**config.mk**
```make
export PLATFORM = sky130hd
export DESIGN_NAME = fw_stream_framer
export DESIGN_NICKNAME = d
export VERILOG_FILES = /design/src/rtl/fw_stream_framer.sv
export SDC_FILE = /design/constraint.sdc
export NUM_CORES = 1
export LEC_CHECK = 0
export BUFFER_PORTS_ARGS = -buffer_cell sky130_fd_sc_hd__buf_2
export CAP_MARGIN = 20
export CORE_UTILIZATION = 30
export DETAILED_ROUTE_END_ITERATION = 7
export GPL_TIMING_DRIVEN = 1
export PLACE_DENSITY = 0.43
export SYNTH_ARGS = -nofsm -noshare
export SYNTH_HDL_FRONTEND = slang
export SYNTH_SLANG_ARGS = --single-unit
```
**constraint.sdc**
```tcl
create_clock -name clk -period 7 [get_ports clk]
set_input_delay 0.35 -clock clk [delete_from_list [all_inputs] [get_ports clk]]
set_output_delay 0.35 -clock clk [all_outputs]
set_load 0.02 [all_outputs]
```
**src/rtl/fw_stream_framer.sv**
```systemverilog
// Frames a beat stream into DIM x DIM matrices, tags row/beat/sof/eof, optional zero->inf substitution.
// Latency: 1 cycle from accept to head of the output buffer.
// Backpressure: in_ready drops when the buffer is full; inhibit holds the head beat stable.

module fw_stream_fifo #(
    parameter int W     = 8,
    parameter int DEPTH = 4
) (
    input  logic         clk,
    input  logic         reset,
    input  logic         clr,
    input  logic         push,
    input  logic [W-1:0] push_dat,
    input  logic         pop,
    output logic [W-1:0] pop_dat,
    output logic         full,
    output logic         empty
);
    localparam int PW = $clog2(DEPTH);
    localparam int CW = PW + 1;

    logic [W-1:0]  mem [DEPTH];
    logic [PW-1:0] wr_ptr;
    logic [PW-1:0] rd_ptr;
    logic [CW-1:0] cnt;

    always_ff @(posedge clk) begin
        if (push) mem[wr_ptr] <= push_dat;
    end

    // DEPTH is a power of two, so pointers wrap by natural overflow.
    always_ff @(posedge clk) begin
        if (reset || clr) begin
            wr_ptr <= '0;
            rd_ptr <= '0;
            cnt    <= '0;
        end else begin
            if (push) wr_ptr <= wr_ptr + 1'b1;
            if (pop)  rd_ptr <= rd_ptr + 1'b1;
            case ({push, pop})
                2'b10:   cnt <= cnt + CW'(1);
                2'b01:   cnt <= cnt - CW'(1);
                default: cnt <= cnt;
            endcase
        end
    end

    assign pop_dat = mem[rd_ptr];
    assign full    = (cnt == CW'(DEPTH));
    assign empty   = (cnt == '0);
endmodule

module fw_stream_framer #(
    parameter int ELEM_W     = 16,
    parameter int LANES      = 4,
    parameter int DIM        = 8,
    parameter int FIFO_DEPTH = 4,
    localparam int DW        = LANES * ELEM_W,
    localparam int BEATS     = DIM / LANES,
    localparam int ROW_W     = (DIM > 1) ? $clog2(DIM) : 1,
    localparam int BEAT_W    = (BEATS > 1) ? $clog2(BEATS) : 1
) (
    input  logic              clk,
    input  logic              reset,
    input  logic [DW-1:0]     inD,
    input  logic              in_valid,
    output logic              in_ready,
    input  logic              inf_en,
    input  logic              flush,
    input  logic              inhibit,
    output logic [DW-1:0]     outD,
    output logic              out_valid,
    output logic [ROW_W-1:0]  row_idx,
    output logic [BEAT_W-1:0] beat_idx,
    output logic              sof,
    output logic              eof,
    output logic [7:0]        frame_cnt
);
    typedef struct packed {
        logic [ROW_W-1:0]  row;
        logic [BEAT_W-1:0] beat;
        logic              sof;
        logic              eof;
        logic [DW-1:0]     dat;
    } beat_t;

    localparam logic [ROW_W-1:0]  ROW_LAST  = ROW_W'(DIM - 1);
    localparam logic [BEAT_W-1:0] BEAT_LAST = BEAT_W'(BEATS - 1);

    logic [ROW_W-1:0]  row_cnt;
    logic [BEAT_W-1:0] beat_cnt;
    logic              fifo_full;
    logic              fifo_empty;
    logic              push;
    logic              pop;
    beat_t             wr_beat;
    beat_t             head;

    assign in_ready  = !reset && !fifo_full;
    assign out_valid = !reset && !fifo_empty;
    assign push      = in_valid && in_ready && !flush;
    assign pop       = out_valid && !inhibit;

    // Off-diagonal zeros mean "no edge"; store them as all-ones (infinity).
    always_comb begin
        wr_beat      = '0;
        wr_beat.row  = row_cnt;
        wr_beat.beat = beat_cnt;
        wr_beat.sof  = (row_cnt == '0) && (beat_cnt == '0);
        wr_beat.eof  = (row_cnt == ROW_LAST) && (beat_cnt == BEAT_LAST);
        wr_beat.dat  = inD;
        for (int l = 0; l < LANES; l++) begin
            if (inf_en && (inD[l*ELEM_W +: ELEM_W] == '0) &&
                ((int'(beat_cnt) * LANES + l) != int'(row_cnt))) begin
                wr_beat.dat[l*ELEM_W +: ELEM_W] = '1;
            end
        end
    end

    always_ff @(posedge clk) begin
        if (reset || flush) begin
            row_cnt  <= '0;
            beat_cnt <= '0;
        end else if (push) begin
            if (beat_cnt == BEAT_LAST) begin
                beat_cnt <= '0;
                row_cnt  <= (row_cnt == ROW_LAST) ? '0 : row_cnt + 1'b1;
            end else begin
                beat_cnt <= beat_cnt + 1'b1;
            end
        end
    end

    always_ff @(posedge clk) begin
        if (reset) frame_cnt <= '0;
        else if (pop && head.eof) frame_cnt <= frame_cnt + 8'd1;
    end

    fw_stream_fifo #(
        .W     ($bits(beat_t)),
        .DEPTH (FIFO_DEPTH)
    ) u_fifo (
        .clk      (clk),
        .reset    (reset),
        .clr      (flush),
        .push     (push),
        .push_dat (wr_beat),
        .pop      (pop),
        .pop_dat  (head),
        .full     (fifo_full),
        .empty    (fifo_empty)
    );

    assign outD     = out_valid ? head.dat  : '0;
    assign row_idx  = out_valid ? head.row  : '0;
    assign beat_idx = out_valid ? head.beat : '0;
    assign sof      = out_valid && head.sof;
    assign eof      = out_valid && head.eof;
endmodule
```
==> qor.csv <==
stage,metric,value,unit
cells_and_area,Area Overhead vs Synth,20.0,%
yosys,"Avg Cell Area, Syn",18.6,um2
detailed_routing,drt initial violations,315,
clock_network,post-CTS setup buffers,0,
power,power density over cell area,261,nW/um2
clock_network,Root Driver,clkbuf_16,
place,Placed Area,13600,um2
setup_path,Startpoint Class,register,
yosys,post-synthesis compound-gate area fraction,0.00889,
detailed_routing,drt pass-1 iters,4,
timing,Fin Hold WS,153,ps
yosys,top_reg_cell synth,edfxtp_1,
worst_hold_path,Hold WC Path Type,in -> reg,
power,VDD IR max,121,uV
setup_path,reg-to-reg setup timing slack,4220,ps
cells_and_area,proportion of layout cells with a drive suffix above 1,0.353,
setup_path,worst flop-to-flop path startpoint,u_fifo.cnt[0],
detailed_routing,drt via density,4.73,
yosys,async set-reset flop share out of synthesis,0,
yosys,main combinational cell family by area after synthesis,multiplexers,
yosys,Post-Syn Area,12200,um2
detailed_routing,average routed wire per standard cell,21.2,um
detailed_routing,DR WL met2,14.5,mm
yosys,yosys warns,0,
timing,Tightest Pin Transition,1030,ps
die,row cnt,73,
timing,TNS Setup,0,ps
timing,Final Slew Violations,0,
cells_and_area,most frequent cells in the layout,"280 x edfxtp_1, 149 x buf_2, 73 x nor2b_1",
yosys,Adder-Cell Fraction of Synth Area,0.0129,
global_routing,gr ovfl total,0,
setup_path,Crit Path Category,reg -> out,
yosys,register bit count reported by yosys,301,
timing,Final setup viols,0,
clock_network,clock latency on the worst-skew pair,520,ps
timing,Fmax,319,MHz
setup_path,CP Capture Type,primary output,
global_routing,antenna violations before repair,4,
setup_path,CP bufs+invs,2,
detailed_routing,DRT antenna net count,0,
timing,Final period util,0.447,
timing,Slew headroom,0.312,
yosys,mux share of post-synthesis cell area,0.131,
timing,Tmin final,3130,ps
die,die footprint,41600,um2
setup_path,R2R depth,5,
yosys,simple-gate share of the synthesized area,0.103,
cells_and_area,multi-input logic area,3240,um2
detailed_routing,met1 wire length,12.7,mm
die,Core ar.,40000,um2
die,die span in y,204,um
setup_path,worst endpoint required time,6650,ps
timing,Worst Clk Skew,20.0,ps
worst_hold_path,Hold Path Stages,3,
detailed_routing,DR DRC count,0,
cells_and_area,final core occ,0.367,
die,# IOs,150,
clock_network,clock transition at the registers of the reported paths,50,ps
yosys,"Seq/Total Area, Yosys",0.721,
timing,worst setup margin,3870,ps
cells_and_area,Final nets,905,
cells_and_area,final instance area,14700,um2
timing,"Hold Vio Cnt, Final",0,
power,Pleak,4.94,nW
outcome,outcome,"finished, final reports clean",
clock_network,CTS Buf Count,36,
setup_path,CP max-delay cell,dfxtp_4,
run,Max-cap violations,0,
timing,RSZ-0062 raised after global routing,false,
global_routing,largest net degree at the start of global routing,72,
detailed_routing,top sig layer,met5,
cells_and_area,Storage cell area,8840,um2
setup_path,CP top delay family,buffers and inverters,
global_routing,first-pass GRT wire length,43.7,mm
setup_path,CP max FO,26,
global_routing,all-layer global routing usage,0.143,
yosys,Cells after Synth,657,
clock_network,hold_buf cts,0,
place,pre-CTS setup slack,3830,ps
detailed_routing,Vias,6495,
yosys,syn_nets,739,
place,HPWL after DPL,17.7,mm
clock_network,Max clock buf depth,3,
place,Buffers on Ports,149,
clock_network,post-CTS resize count,0,
die,initial core utilization,0.306,
clock_network,CTS tree,built,
global_routing,vias in the first global route,7164,
clock_network,H-tree level count,2,
clock_network,# clock sinks,301,
detailed_routing,met3 WL,1.35,mm
worst_hold_path,Hold Crit Start,in_valid,
setup_path,CP Cell Sequence,buf_4 > mux4_2 > nor2b_1 > buf_2,
yosys,number of synthesized flops with an enable pin,280,
yosys,xor-xnor portion of the synthesized cell area,0.00715,
yosys,synth unique cells,39,
place,routability cong.,0.708,
setup_path,CP max stage delay,640,ps
cells_and_area,"commonest non-fill, non-tap cell in the layout",edfxtp_1,
cells_and_area,fill count,3801,
setup_path,RR Endpoint,u_fifo.mem[0][65],
die,chip width,204,um
setup_path,Stages on worst setup path,4,
setup_path,Worst EP arrival,2780,ps
worst_hold_path,hold path endpoint,u_fifo.wr_ptr[1],
detailed_routing,Post-Route WL,29.2,mm
-- metrics by stage --
stage          total power, mW  instances
2_1_floorplan             2.09        657
3_3_place_gp              2.14       1309
3_5_place_dp              2.15       1309
4_1_cts                   3.89       1372
5_1_grt                   3.95       1373
6_report                  3.83       1374
-- worst max-delay path by stage --
| stage | startpoint | slack [ps] | end |
|---|---|---|---|
| 3_3_place_gp | register | 3820 | beat_idx |
| 3_5_place_dp | register | 3830 | beat_idx |
| 6_report | register | 3870 | beat_idx |
| 4_1_cts | register | 3270 | beat_idx |
| 2_1_floorplan | flush | 3830 | u_fifo.mem[0][0] |
| 5_1_grt | register | 3660 | beat_idx |
-- report_power, final --
group | switching, mW | internal (mW) | leakage, nW
clock | 0.707 | 1.02 | 0.525
sequential | 0.00562 | 1.98 | 2.67
combinational | 0.0719 | 0.0488 | 1.75
-- flip-flops by register name, indices dropped and copies added (netlist names), named ones only --
| signal | cells |
|---|---|
| u_fifo.mem | 280 |
| u_fifo.cnt | 3 |
| row_cnt | 3 |
| u_fifo.rd_ptr | 2 |
| beat_cnt | 1 |
| u_fifo.wr_ptr | 2 |
| frame_cnt | 8 |
-- layer usage --
metal	up-vias	track usage
li1	2900	-
met1	3388	0.180
met3	47	0.0292
met4	6	0.0434
met2	154	0.246
met5	-	0
-- cell usage after synthesis (5+ instances only) --
library cell / n / area, um2
nand4_1: 6 / 37.5
mux4_2: 70 / 1580
nor4_1: 6 / 37.5
inv_1: 9 / 33.8
clkbuf_1: 17 / 63.8
xor2_1: 7 / 61.3
dfxtp_1: 21 / 420
or2_1: 54 / 338
edfxtp_1: 280 / 8410
buf_2: 8 / 40.0
nor2b_1: 73 / 457
nor2_1: 17 / 63.8
and2_1: 5 / 31.3
or2_2: 11 / 68.8
ha_1: 11 / 138
nand3_1: 7 / 35.0
-- cells by family (layout without fill, tap and decap cells) --
family                   Yosys count  count (layout)
flip-flops                       301             301
XOR/XNOR                          10              10
multiplexers                      73              73
other                              0               1
buffers and inverters             39             230
AO/OA/AOI/OAI                     16              16
AND/OR/NAND/NOR                  206             206
adder cells (fa/ha/maj)           12              12
-- final cells by class --
class                           count  share of cell area
Inverter                            9             0.00230
Clock inverter                     16             0.00758
Multi-Input combinational cell    317               0.221
Clock buffer                       47              0.0663
Antenna cell                        1            0.000170
Sequential cell                   301               0.601
Tap cell                          525              0.0447
Timing Repair Buffer              158              0.0567
-- worst register-to-register path: cells and delay by family (launching register included) --
kind	cells	cell delay (ps)
flip-flops	1	410
AND/OR/NAND/NOR	4	1280
buffers and inverters	1	680
Note: power is estimated with default switching activity, not from simulation.
